**config.mk**
```make
export PLATFORM = sky130hd
export DESIGN_NAME = rot_word
export DESIGN_NICKNAME = d
export VERILOG_FILES = /design/src/rtl/aes_pkg.sv /design/src/rtl/rot_word_core.sv /design/src/rtl/rot_word.sv
export SDC_FILE = /design/constraint.sdc
export NUM_CORES = 1
export LEC_CHECK = 0
export ABC_CLOCK_PERIOD_IN_PS = 800
export BUFFER_PORTS_ARGS = -buffer_cell sky130_fd_sc_hd__buf_2
export CORE_MARGIN = 2
export CORE_UTILIZATION = 37
export DETAILED_ROUTE_END_ITERATION = 6
export PLACE_DENSITY = 0.86
export SETUP_SLACK_MARGIN = 0.02
export SYNTH_ARGS = -nofsm -noshare
export SYNTH_HDL_FRONTEND = slang
export SYNTH_SLANG_ARGS = --single-unit
```
**constraint.sdc**
```tcl
create_clock -name clk -period 0.8 [get_ports clk]
set_input_delay 0.2 -clock clk [delete_from_list [all_inputs] [get_ports clk]]
set_output_delay 0.2 -clock clk [all_outputs]
set_load 0.005 [all_outputs]
```
**src/rtl/aes_pkg.sv**
```systemverilog
// Shared AES types and helpers for the key-expansion datapath.
// A word is four bytes held MSB-first: index 3 is byte S0, index 0 is byte S3.
package aes_pkg;

  localparam int AES_BYTE_W     = 8;
  localparam int AES_WORD_BYTES = 4;

  typedef logic [AES_BYTE_W-1:0]                aes_byte_t;
  typedef aes_byte_t [AES_WORD_BYTES-1:0]       aes_word_t;

  // Source lane feeding destination lane k for a left rotation by n lanes.
  function automatic int rot_src_lane(input int k, input int n);
    return (((k + n) % AES_WORD_BYTES) + AES_WORD_BYTES) % AES_WORD_BYTES;
  endfunction

  // Byte-lane left rotation of a word: result byte k = w byte (k+n) mod 4.
  function automatic aes_word_t rot_word(input aes_word_t w, input int n);
    aes_word_t r;
    r = '0;
    for (int k = 0; k < AES_WORD_BYTES; k++) begin
      r[AES_WORD_BYTES-1-k] = w[AES_WORD_BYTES-1-rot_src_lane(k, n)];
    end
    return r;
  endfunction

endpackage

```
**src/rtl/rot_word_core.sv**
```systemverilog
// Purely combinational byte-lane permutation: out lane k takes in lane (k+ROT) mod 4.
// Lane 0 is the most significant BYTE_W bits of the packed word.
module rot_word_core
  import aes_pkg::*;
#(
  parameter int BYTE_W = 8,
  parameter int ROT    = 1
) (
  input  logic [AES_WORD_BYTES*BYTE_W-1:0] in_word,
  output logic [AES_WORD_BYTES*BYTE_W-1:0] out_word
);

  for (genvar k = 0; k < AES_WORD_BYTES; k++) begin : g_lane
    localparam int SRC = rot_src_lane(k, ROT);
    assign out_word[(AES_WORD_BYTES-1-k)*BYTE_W +: BYTE_W] =
      in_word[(AES_WORD_BYTES-1-SRC)*BYTE_W +: BYTE_W];
  end

endmodule

```
**src/rtl/rot_word.sv**
```systemverilog
// AES RotWord stage with valid tagging; latency 1 when REGISTERED=1, else combinational.
// No backpressure: a word is accepted every cycle.
module rot_word
  import aes_pkg::*;
#(
  parameter int BYTE_W     = 8,
  parameter int ROT        = 1,
  parameter int REGISTERED = 1
) (
  input  logic              clk,
  input  logic              rst,
  input  logic              in_valid,
  input  logic [BYTE_W-1:0] S0_in,
  input  logic [BYTE_W-1:0] S1_in,
  input  logic [BYTE_W-1:0] S2_in,
  input  logic [BYTE_W-1:0] S3_in,
  output logic              out_valid,
  output logic [BYTE_W-1:0] D0_out,
  output logic [BYTE_W-1:0] D1_out,
  output logic [BYTE_W-1:0] D2_out,
  output logic [BYTE_W-1:0] D3_out
);

  localparam int WORD_W = AES_WORD_BYTES * BYTE_W;

  if (ROT < 0 || ROT > 3 || BYTE_W < 1) begin : g_param_err
    $fatal(1, "rot_word: illegal parameters ROT=%0d BYTE_W=%0d", ROT, BYTE_W);
  end

  logic [WORD_W-1:0] in_word;
  logic [WORD_W-1:0] rot_w;
  logic [WORD_W-1:0] out_word;
  logic              out_vld;

  assign in_word = {S0_in, S1_in, S2_in, S3_in};

  rot_word_core #(
    .BYTE_W (BYTE_W),
    .ROT    (ROT)
  ) u_core (
    .in_word  (in_word),
    .out_word (rot_w)
  );

  if (REGISTERED != 0) begin : g_reg
    logic [WORD_W-1:0] word_d, word_q;
    logic              valid_d, valid_q;

    // Data loads every cycle; consumers qualify it with out_valid only.
    always_comb begin
      word_d  = rot_w;
      valid_d = in_valid;
    end

    always_ff @(posedge clk) begin
      if (rst) begin
        word_q  <= '0;
        valid_q <= 1'b0;
      end else begin
        word_q  <= word_d;
        valid_q <= valid_d;
      end
    end

    assign out_word = word_q;
    assign out_vld  = valid_q;
  end else begin : g_comb
    assign out_word = rot_w;
    assign out_vld  = in_valid;
  end

  assign out_valid = out_vld;
  assign D0_out    = out_word[3*BYTE_W +: BYTE_W];
  assign D1_out    = out_word[2*BYTE_W +: BYTE_W];
  assign D2_out    = out_word[1*BYTE_W +: BYTE_W];
  assign D3_out    = out_word[0*BYTE_W +: BYTE_W];

endmodule

```
==> run_results.csv <==
group,metric,value,unit
pwr,pwr_density_cell,2340,mW/mm²
critical_path,crit_path_top_delay_cell,"dfxtp_2",
placed_design,gp_congestion,0.644,
logic_synthesis,ys_types,3,
logic_synthesis,synth_compound_area_frac,0,
logic_synthesis,yosysSeqAreaShare,0.743,
route,via_per_inst,4.07,
pwr,p_switching,673,µW
critical_path,critical_path_required,0.60,ns
floorplan,placementRows,17,
pwr,comb_power_share,0.088,
logic_synthesis,yosys-top-cells-area,"dfxtp_1, nor2b_1, buf_4",
timing,relSlewSlack,0.925,
min_path,worstHoldStart,"S0_in[4]",
timing,worst_pin_slew,0.112,ns
floorplan,die-area,0.00281,mm²
critical_path,max_stage_delay,0.33,ns
critical_path,cp_max_fo,1,
floorplan,io_pins,68,
critical_path,crit_type,"flip-flop to primary output",
clocking,cts-htree-levels,2,
route,wl,1760,µm
min_path,holdPathStages,2,
route,drc,0,
floorplan,die_h,53.0,µm
placed_design,numPortBuffers,67,
run_status,violations,"negative setup slack",
cells_and_area,final-instance-count-excl-fill,171,
global_route,grt_max_degree,19,
global_route,globalRouteOverflowTotal,0,
route,first_iter_violations,0,
logic_synthesis,yosys.area.top_type_share,0.743,
logic_synthesis,synthAdderAreaFrac,0,
clocking,clockBufferDepth,2,
global_route,grt_pass1_wl,2580,µm
timing,tns,-4.84,ns
route,firstDrtPassIters,1,
placed_design,dpl.hpwl,1370,µm
flow_run,cap_violations,0,
global_route,antenna_found_initial,0,
min_path,min_path_type,"input port to flip-flop",
cells_and_area,fill_cells,195,
critical_path,critPathTopFamily,"flip-flops",
cells_and_area,layout_commonest_cell,"buf_2",
critical_path,end_kind,"primary output",
clocking,cts_setup_buffers,0,
route,ant_nets,0,
pwr,p_int,2580,µW
logic_synthesis,synth-simple-area-share,0.232,
placed_design,dpl_worst_slack,0.121,ns
floorplan,start_util,0.398,
pwr,peakVddDrop,1570,µV
logic_synthesis,avgSynthCellArea,12.9,µm²
clocking,cts_inserted_buffers,5,
timing,fmax,1030,MHz
clocking,cts_hold_buffers,0,
logic_synthesis,yosys_warnings,0,
critical_path,path_buf_inv,1,
cells_and_area,nNetsFinal,177,
timing,min_period,0.973,ns
clocking,path_clk_slew,0.11,ns
clocking,clock_sinks,33,
cells_and_area,antenna_cells,0,
global_route,grt_pass1_vias,667,
cells_and_area,final_cell_mix,"buf_2, nor2b_1, dfxtp_1, clkbuf_4, dfxtp_2",
pwr,p_clk_frac,0.373,
global_route,grt_usage,0.138,
timing,fin_ws,-0.173,ns
logic_synthesis,postSynthCellCount,69,
logic_synthesis,syn-cell-area,890,µm²
pwr,swShare,0.207,
critical_path,arrival,0.77,ns
critical_path,path_cells,"buf_2",
placed_design,placedCellCount,163,
timing,setup_violations,33,
pwr,p_leak,0.000704,µW
timing,finalHoldViolCount,0,
floorplan,dieWidth,53.0,µm
logic_synthesis,synth_top_area_cell,"dfxtp_1",
critical_path,cp-start-kind,"flip-flop",
timing,slew_viol_final,0,
timing,fin_crit_sh,1.22,
route,vias,696,
min_path,hold_end,"g_reg.word_q[4]",
logic_synthesis,synth_xor_area_frac,0,
route,wl_per_cell,10.3,µm
clocking,cts_root_buffer,"clkbuf_4",
floorplan,fp.coreArea,0.00223,mm²
logic_synthesis,ys_ff_latch,33,
logic_synthesis,syn_nets,104,
pwr,seqPwrFrac,0.539,
cells_and_area,layout-drive-gt1-share,0.573,
clocking,cts_tree,"yes",
logic_synthesis,muxShareOfSynthArea,0,
timing,rsz0062_at_grt,"yes",
logic_synthesis,synth_top_family_by_area,"simple AND/OR/NAND/NOR gates",
run_status,status,"finished with violations",
cells_and_area,area_delta_synth_final,55.8,%
==> power by group through the flow <==
stage	Clock (µW)	Combinational, µW	Sequential [µW]
after global routing	1340	316	1760
after floorplan	0	78.2	1800
after CTS	1240	282	1750
after global placement	0	271	1780
final	1210	285	1750
after detailed placement	0	281	1790
==> logic make-up (layout without fill, tap and decap cells) <==
family                 count (synthesis)  after routing
buffers and inverters                  3             77
flip-flops                            33             33
AND/OR/NAND/NOR                       33             33
==> cell type report <==
class | instances | area (µm²) | area share
clock inverters | 3 | 46.3 | 0.0334
repair buffers | 69 | 394 | 0.284
well taps | 28 | 35.0 | 0.0253
clock buffers | 5 | 37.5 | 0.0271
multi-input cells | 33 | 206 | 0.149
flip-flops and latches | 33 | 667 | 0.481
==> how the worst max path moves through the flow <==
stage	start	endpoint	slack (ns)	depth (start not counted)
floorplan	g_reg.word_q[24]	D0_out[0]	0.30	0
global placement	rst	g_reg.word_q[29]	0.15	3
detailed placement	rst	g_reg.word_q[17]	0.12	3
CTS	g_reg.word_q[7]	D3_out[7]	-0.18	1
global route	g_reg.word_q[31]	D0_out[7]	-0.21	1
finish	g_reg.word_q[31]	D0_out[7]	-0.17	1
==> per-layer routing <==
| layer | up-vias | share of wire | global-route usage |
|---|---|---|---|
| met5 | - | 0 | 0 |
| li1 | 355 | - | - |
| met3 | 5 | 0.12 | 0.0537 |
| met1 | 295 | 0.36 | 0.124 |
| met2 | 41 | 0.50 | 0.242 |
| met4 | 0 | 0.020 | 0.111 |
==> flip-flops by register name, summed over array words and instances (netlist names) <==
name and cells:
g_reg.word_q 32, out_valid 1
==> stage by stage <==
stage	power [µW]	hold slack [ns]	instance area, µm²	util
finish	3250	0.0736	1390	0.621
global route	3410	0.0536	1390	0.621
CTS	3280	0.0637	1360	0.610
detailed placement	2070	0.412	1280	0.572
global placement	2060	0.407	1280	0.572
floorplan	1880	0.272	890	-
==> repair_timing <==
item	CTS	global route
endpoints found under the setup margin	33	33
gates resized for setup	0	8
pin swaps	0	0
==> synth_stat cells <==
cell / count
buf_4: 3
nor2b_1: 33
dfxtp_1: 33
Note: power is estimated with default switching activity, not from simulation.
